===== config.mk =====
export PLATFORM = sky130hd
export DESIGN_NAME = alu_share_arbiter
export DESIGN_NICKNAME = d
export VERILOG_FILES = /design/src/rtl/alu_share_arbiter.sv
export SDC_FILE = /design/constraint.sdc
export NUM_CORES = 1
export LEC_CHECK = 0
export CORE_ASPECT_RATIO = 1.2
export CORE_MARGIN = 1
export CORE_UTILIZATION = 40
export DETAILED_ROUTE_END_ITERATION = 10
export DONT_BUFFER_PORTS = 1
export HOLD_SLACK_MARGIN = 0.08
export MAX_ROUTING_LAYER = met4
export PLACE_DENSITY = 0.62
export SETUP_SLACK_MARGIN = 0.2
export SLEW_MARGIN = 20
export SYNTH_ARGS = -nofsm -noshare
export SYNTH_HDL_FRONTEND = slang
export SYNTH_SLANG_ARGS = --single-unit

===== constraint.sdc =====
create_clock -name CLK -period 5.4 [get_ports CLK]
set_input_delay 1.08 -clock CLK [delete_from_list [all_inputs] [get_ports CLK]]
set_output_delay 1.08 -clock CLK [all_outputs]
set_load 0.005 [all_outputs]

===== src/rtl/alu_share_arbiter.sv =====
// Round-robin arbiter sharing one combinational ALU among NUM_REQ requesters.
// Each transaction walks IDLE -> EXEC -> RESP with registered operands and result.
module alu_share_arbiter #(
    parameter  int WIDTH   = 8,
    parameter  int NUM_REQ = 4,
    localparam int IDW     = $clog2(NUM_REQ)
) (
    input  logic                     CLK,
    input  logic                     RESET_N,
    input  logic [NUM_REQ-1:0]       REQ_VALID,
    output logic [NUM_REQ-1:0]       REQ_READY,
    input  logic [3*NUM_REQ-1:0]     REQ_OP,
    input  logic [WIDTH*NUM_REQ-1:0] REQ_A,
    input  logic [WIDTH*NUM_REQ-1:0] REQ_B,
    output logic [2:0]               ALU_OP,
    output logic [WIDTH-1:0]         ALU_A,
    output logic [WIDTH-1:0]         ALU_B,
    input  logic [WIDTH-1:0]         ALU_RESULT,
    output logic [NUM_REQ-1:0]       RSP_VALID,
    input  logic [NUM_REQ-1:0]       RSP_READY,
    output logic [WIDTH-1:0]         RSP_DATA,
    output logic                     RSP_ERR,
    output logic [IDW-1:0]           GRANT_ID,
    output logic                     BUSY
);

    typedef enum logic [1:0] {
        ST_IDLE = 2'd0,
        ST_EXEC = 2'd1,
        ST_RESP = 2'd2
    } state_t;

    localparam logic [2:0] OP_ILLEGAL = 3'd7;

    state_t               state_q;
    logic [IDW-1:0]       ptr_q;
    logic [IDW-1:0]       ptr_d;
    logic [IDW-1:0]       grant_q;
    logic [2:0]           alu_op_q;
    logic [WIDTH-1:0]     alu_a_q;
    logic [WIDTH-1:0]     alu_b_q;
    logic [WIDTH-1:0]     rsp_data_q;
    logic                 rsp_err_q;
    logic [NUM_REQ-1:0]   rsp_valid_q;
    logic                 busy_q;

    logic                 win_vld;
    logic [IDW-1:0]       win_id;
    logic [IDW:0]         cand_sum;
    logic [IDW-1:0]       cand;

    function automatic logic [NUM_REQ-1:0] onehot(input logic [IDW-1:0] id);
        logic [NUM_REQ-1:0] v;
        v = '0;
        v[id] = 1'b1;
        return v;
    endfunction

    // Scan upward from the pointer, wrapping modulo NUM_REQ (not a power of two in general).
    always_comb begin
        win_vld  = 1'b0;
        win_id   = '0;
        cand_sum = '0;
        cand     = '0;
        for (int k = 0; k < NUM_REQ; k++) begin
            cand_sum = {1'b0, ptr_q} + (IDW+1)'(k);
            if (cand_sum >= (IDW+1)'(NUM_REQ)) begin
                cand_sum = cand_sum - (IDW+1)'(NUM_REQ);
            end
            cand = cand_sum[IDW-1:0];
            if (!win_vld && REQ_VALID[cand]) begin
                win_vld = 1'b1;
                win_id  = cand;
            end
        end
    end

    always_comb begin
        if (win_id == IDW'(NUM_REQ-1)) begin
            ptr_d = '0;
        end else begin
            ptr_d = win_id + 1'b1;
        end
    end

    // Accept is gated by reset so nothing handshakes while the block is held in reset.
    assign REQ_READY = (RESET_N && (state_q == ST_IDLE) && win_vld) ? onehot(win_id) : '0;

    always_ff @(posedge CLK or negedge RESET_N) begin
        if (!RESET_N) begin
            state_q     <= ST_IDLE;
            ptr_q       <= '0;
            grant_q     <= '0;
            alu_op_q    <= '0;
            alu_a_q     <= '0;
            alu_b_q     <= '0;
            rsp_data_q  <= '0;
            rsp_err_q   <= 1'b0;
            rsp_valid_q <= '0;
            busy_q      <= 1'b0;
        end else begin
            case (state_q)
                ST_IDLE: begin
                    if (win_vld) begin
                        alu_op_q <= REQ_OP[3*win_id +: 3];
                        alu_a_q  <= REQ_A[WIDTH*win_id +: WIDTH];
                        alu_b_q  <= REQ_B[WIDTH*win_id +: WIDTH];
                        grant_q  <= win_id;
                        ptr_q    <= ptr_d;
                        busy_q   <= 1'b1;
                        state_q  <= ST_EXEC;
                    end
                end
                ST_EXEC: begin
                    rsp_data_q  <= (alu_op_q == OP_ILLEGAL) ? '0 : ALU_RESULT;
                    rsp_err_q   <= (alu_op_q == OP_ILLEGAL);
                    rsp_valid_q <= onehot(grant_q);
                    state_q     <= ST_RESP;
                end
                ST_RESP: begin
                    // Only the owner's ready completes the response.
                    if (RSP_READY[grant_q]) begin
                        rsp_valid_q <= '0;
                        rsp_err_q   <= 1'b0;
                        busy_q      <= 1'b0;
                        state_q     <= ST_IDLE;
                    end
                end
                default: begin
                    state_q <= ST_IDLE;
                end
            endcase
        end
    end

    assign ALU_OP    = alu_op_q;
    assign ALU_A     = alu_a_q;
    assign ALU_B     = alu_b_q;
    assign RSP_VALID = rsp_valid_q;
    assign RSP_DATA  = rsp_data_q;
    assign RSP_ERR   = rsp_err_q;
    assign GRANT_ID  = grant_q;
    assign BUSY      = busy_q;

endmodule


==> results.json <==
{
  "status": "finished, final reports clean",
  "wire_per_inst_um": 20.4,
  "cellPowerDensity_mw_per_mm2": 660,
  "power_w": 0.00145,
  "synthCells": 200,
  "ir_drop_mv": 0.254,
  "p_leak_nw": 0.935,
  "finalCriticalPeriod_ns": 4.00,
  "gp_congestion": 0.759,
  "synth_area_per_cell_um2": 10.4,
  "area_growth_pct": 5.86,
  "clock_latency_ns": 0.28,
  "end_kind": "output port",
  "drtPass1Iterations": 6,
  "synth.top_cell.area_share_pct": 47.1,
  "antenna_left": 0,
  "cpMaxStageDelayCell": "or3_1",
  "critical_path_buf_inv_count": 1,
  "reg2reg_slack_ns": 2.75,
  "fillers": 481,
  "slowest_delay_ns": 0.74,
  "drt_iter0_drc": 62,
  "yosysUniqueCellTypes": 36,
  "crit_chain": "nor4_1, or3_1, inv_2, and3_1",
  "avgViaCountPerCell": 6.34,
  "postCtsHoldBufs": 0,
  "die_w_um": 67.7,
  "cts.sinks": 39,
  "dpl_worst_slack_ns": 1.40,
  "htree_num_levels": 2,
  "clk_pin_slew_ns": 0.08,
  "setup_viol_count_final": 0,
  "dieArea_mm2": 0.00547,
  "max_slew_margin_pct": 42.7,
  "dp_hpwl_mm": 3.61,
  "crit_arrival_ns": 2.92,
  "grt_setup_unrepaired": "no",
  "slew_viol_final": 0,
  "maxCapViolations": 0,
  "yosysSeqAreaShare_pct": 47.1,
  "ys_ff_latch": 39,
  "yosys_warnings": 0,
  "cts_buffers": 5,
  "nNetsFinal": 287,
  "syn-cell-area_mm2": 0.00207,
  "synthTopCellsByArea": "dfrtp_1 47%, mux2i_1 9.2%, a221oi_1 8.0%",
  "drc": 0,
  "cts-root-buf": "clkbuf_8",
  "skew_ns": 0.00527,
  "grt_pass1_vias": 1570,
  "postCtsSetupRepairBufs": 0,
  "final_hold_viol_count": 0,
  "initial_core_util_pct": 41.6,
  "core_mm2": 0.00497,
  "fin_tns_setup_ns": 0,
  "multi_input_area_um2": 991,
  "grt_pass1_wl_mm": 7.57,
  "startpoint_type": "input pin",
  "rows": 28,
  "max_freq_mhz": 250,
  "io_buffers": 0,
  "crit_fanout": 27,
  "grt_overflow_total": 0,
  "worst_pin_slew_ns": 0.860,
  "crit_type": "input pin to output port",
  "drive_above_1_share_pct": 7.25,
  "setup_ws_ns": 1.40,
  "min_path_type": "input pin to async pin",
  "fin_crit_sh_pct": 74.1,
  "critical_path.top_delay_family": "simple AND/OR/NAND/NOR gates",
  "grt_max_degree": 44,
  "vias": 1604,
  "seq_area_um2": 976,
  "syn_nets": 295,
  "wirelength_mm": 5.17,
  "synth.largest_area_cell": "dfrtp_1",
  "n_antenna_cell": 0,
  "grt_usage_pct": 19.3,
  "cts_tree": "built",
  "clockBufferDepth": 2,
  "ios": 133,
  "antenna_found_initial": 0,
  "finalCoreUtilization_pct": 44.1,
  "cp.required_ns": 4.32,
  "die_h_um": 80.8,
  "post_cts_resize_count": 0
}
## logic make-up (layout without fill, tap and decap cells)
kind of cell | count (synthesis) | count (layout) | synth area share [%]
AO/OA/AOI/OAI | 65 | 65 | 24.0
multiplexers | 20 | 20 | 10.3
flip-flops | 39 | 39 | 47.1
AND/OR/NAND/NOR | 56 | 56 | 12.9
adder cells (fa/ha/maj) | 1 | 1 | 0.604
buffers and inverters | 19 | 12 | 5.07
## worst paths after layout
check                                   from            to  depth (start not counted)
worst max-delay path            REQ_VALID[0]  REQ_READY[2]                          4
min in group CLK                RSP_VALID[2]  RSP_VALID[2]                          2
worst min register to register  RSP_VALID[2]  RSP_VALID[2]                          2
worst max register to register    state_q[0]      ALU_B[4]                          4
max in group asynchronous            RESET_N      ptr_q[0]                          0
worst min-delay path                 RESET_N  RSP_VALID[1]                          0
## layout make-up
type | instances | area share [%]
Clock buffer | 6 | 3.31
Clock inverter | 2 | 2.74
Inverter | 3 | 0.513
Multi-Input combinational cell | 142 | 45.2
Sequential cell | 39 | 44.5
Timing Repair Buffer | 1 | 0.342
Tap cell | 60 | 3.42
## sequential cells by signal, summed over array words and instances, names as in the netlist
signal     flops
ALU_A          8
ALU_B          8
RSP_DATA       8
RSP_VALID      4
ALU_OP         3
GRANT_ID       2
ptr_q          2
state_q        2
BUSY           1
RSP_ERR        1
## Yosys cell counts
cell type	n
o31ai_1	1
clkbuf_1	4
and2b_1	1
o21ai_0	7
buf_2	9
ha_1	1
buf_6	3
nor2_1	25
mux4_2	1
o22ai_2	1
o21ai_1	1
or3_1	1
o21a_1	1
a22o_1	9
a32o_1	1
a21oi_1	3
dfrtp_1	39
mux2i_1	19
a211oi_4	1
and2_1	1
o2bb2ai_1	1
nor4_1	1
o22a_1	1
inv_1	2
and3_4	1
nand2b_1	4
inv_2	1
and3_1	4
nand3b_1	1
a221oi_1	19
o22ai_1	18
nand2b_4	1
nor2b_1	1
nand3_1	2
o32a_1	1
nand2_1	13
## stage by stage
step	instances	area (µm²)	hold WS [ns]
3_3_place_gp	245	2060	0.488
4_1_cts	253	2190	0.466
2_1_floorplan	200	2070	0.469
5_1_grt	253	2190	0.452
3_5_place_dp	245	2060	0.494
6_report	253	2190	0.479
## where the power goes
part | switching (W) | internal (W)
Clock | 0.000102 | 0.000185
Sequential | 0.000142 | 0.000440
Combinational | 0.000319 | 0.000259
Total | 0.000563 | 0.000884
## metal layers
layer  track usage (%)  vias up  part of all wire [%]
li1                  -      742                     -
met1              21.2      755                    39
met2              33.2      105                    51
met3              5.90        2                   9.4
met4              5.32        0                  0.50
met5                 -        -                     0
## worst register-to-register path, cell delays in order, from the launching register on
cell and delay (ns):
dfrtp_1 0.43, or3_1 0.74, inv_2 0.51, nand2_1 0.56
o22ai_1 0.30
## placed cells by master, fill, tap and decap left out, types with 3 or more instances in the layout
master and n:
and3_1 4, a22o_1 9, a221oi_1 19, nand2_1 13, a21oi_1 3, dfrtp_1 39, clkbuf_8 5, o21ai_0 7
nor2_1 25, nand2b_1 4, mux2i_1 19, o22ai_1 18
Note: power is estimated with default switching activity, not from simulation.
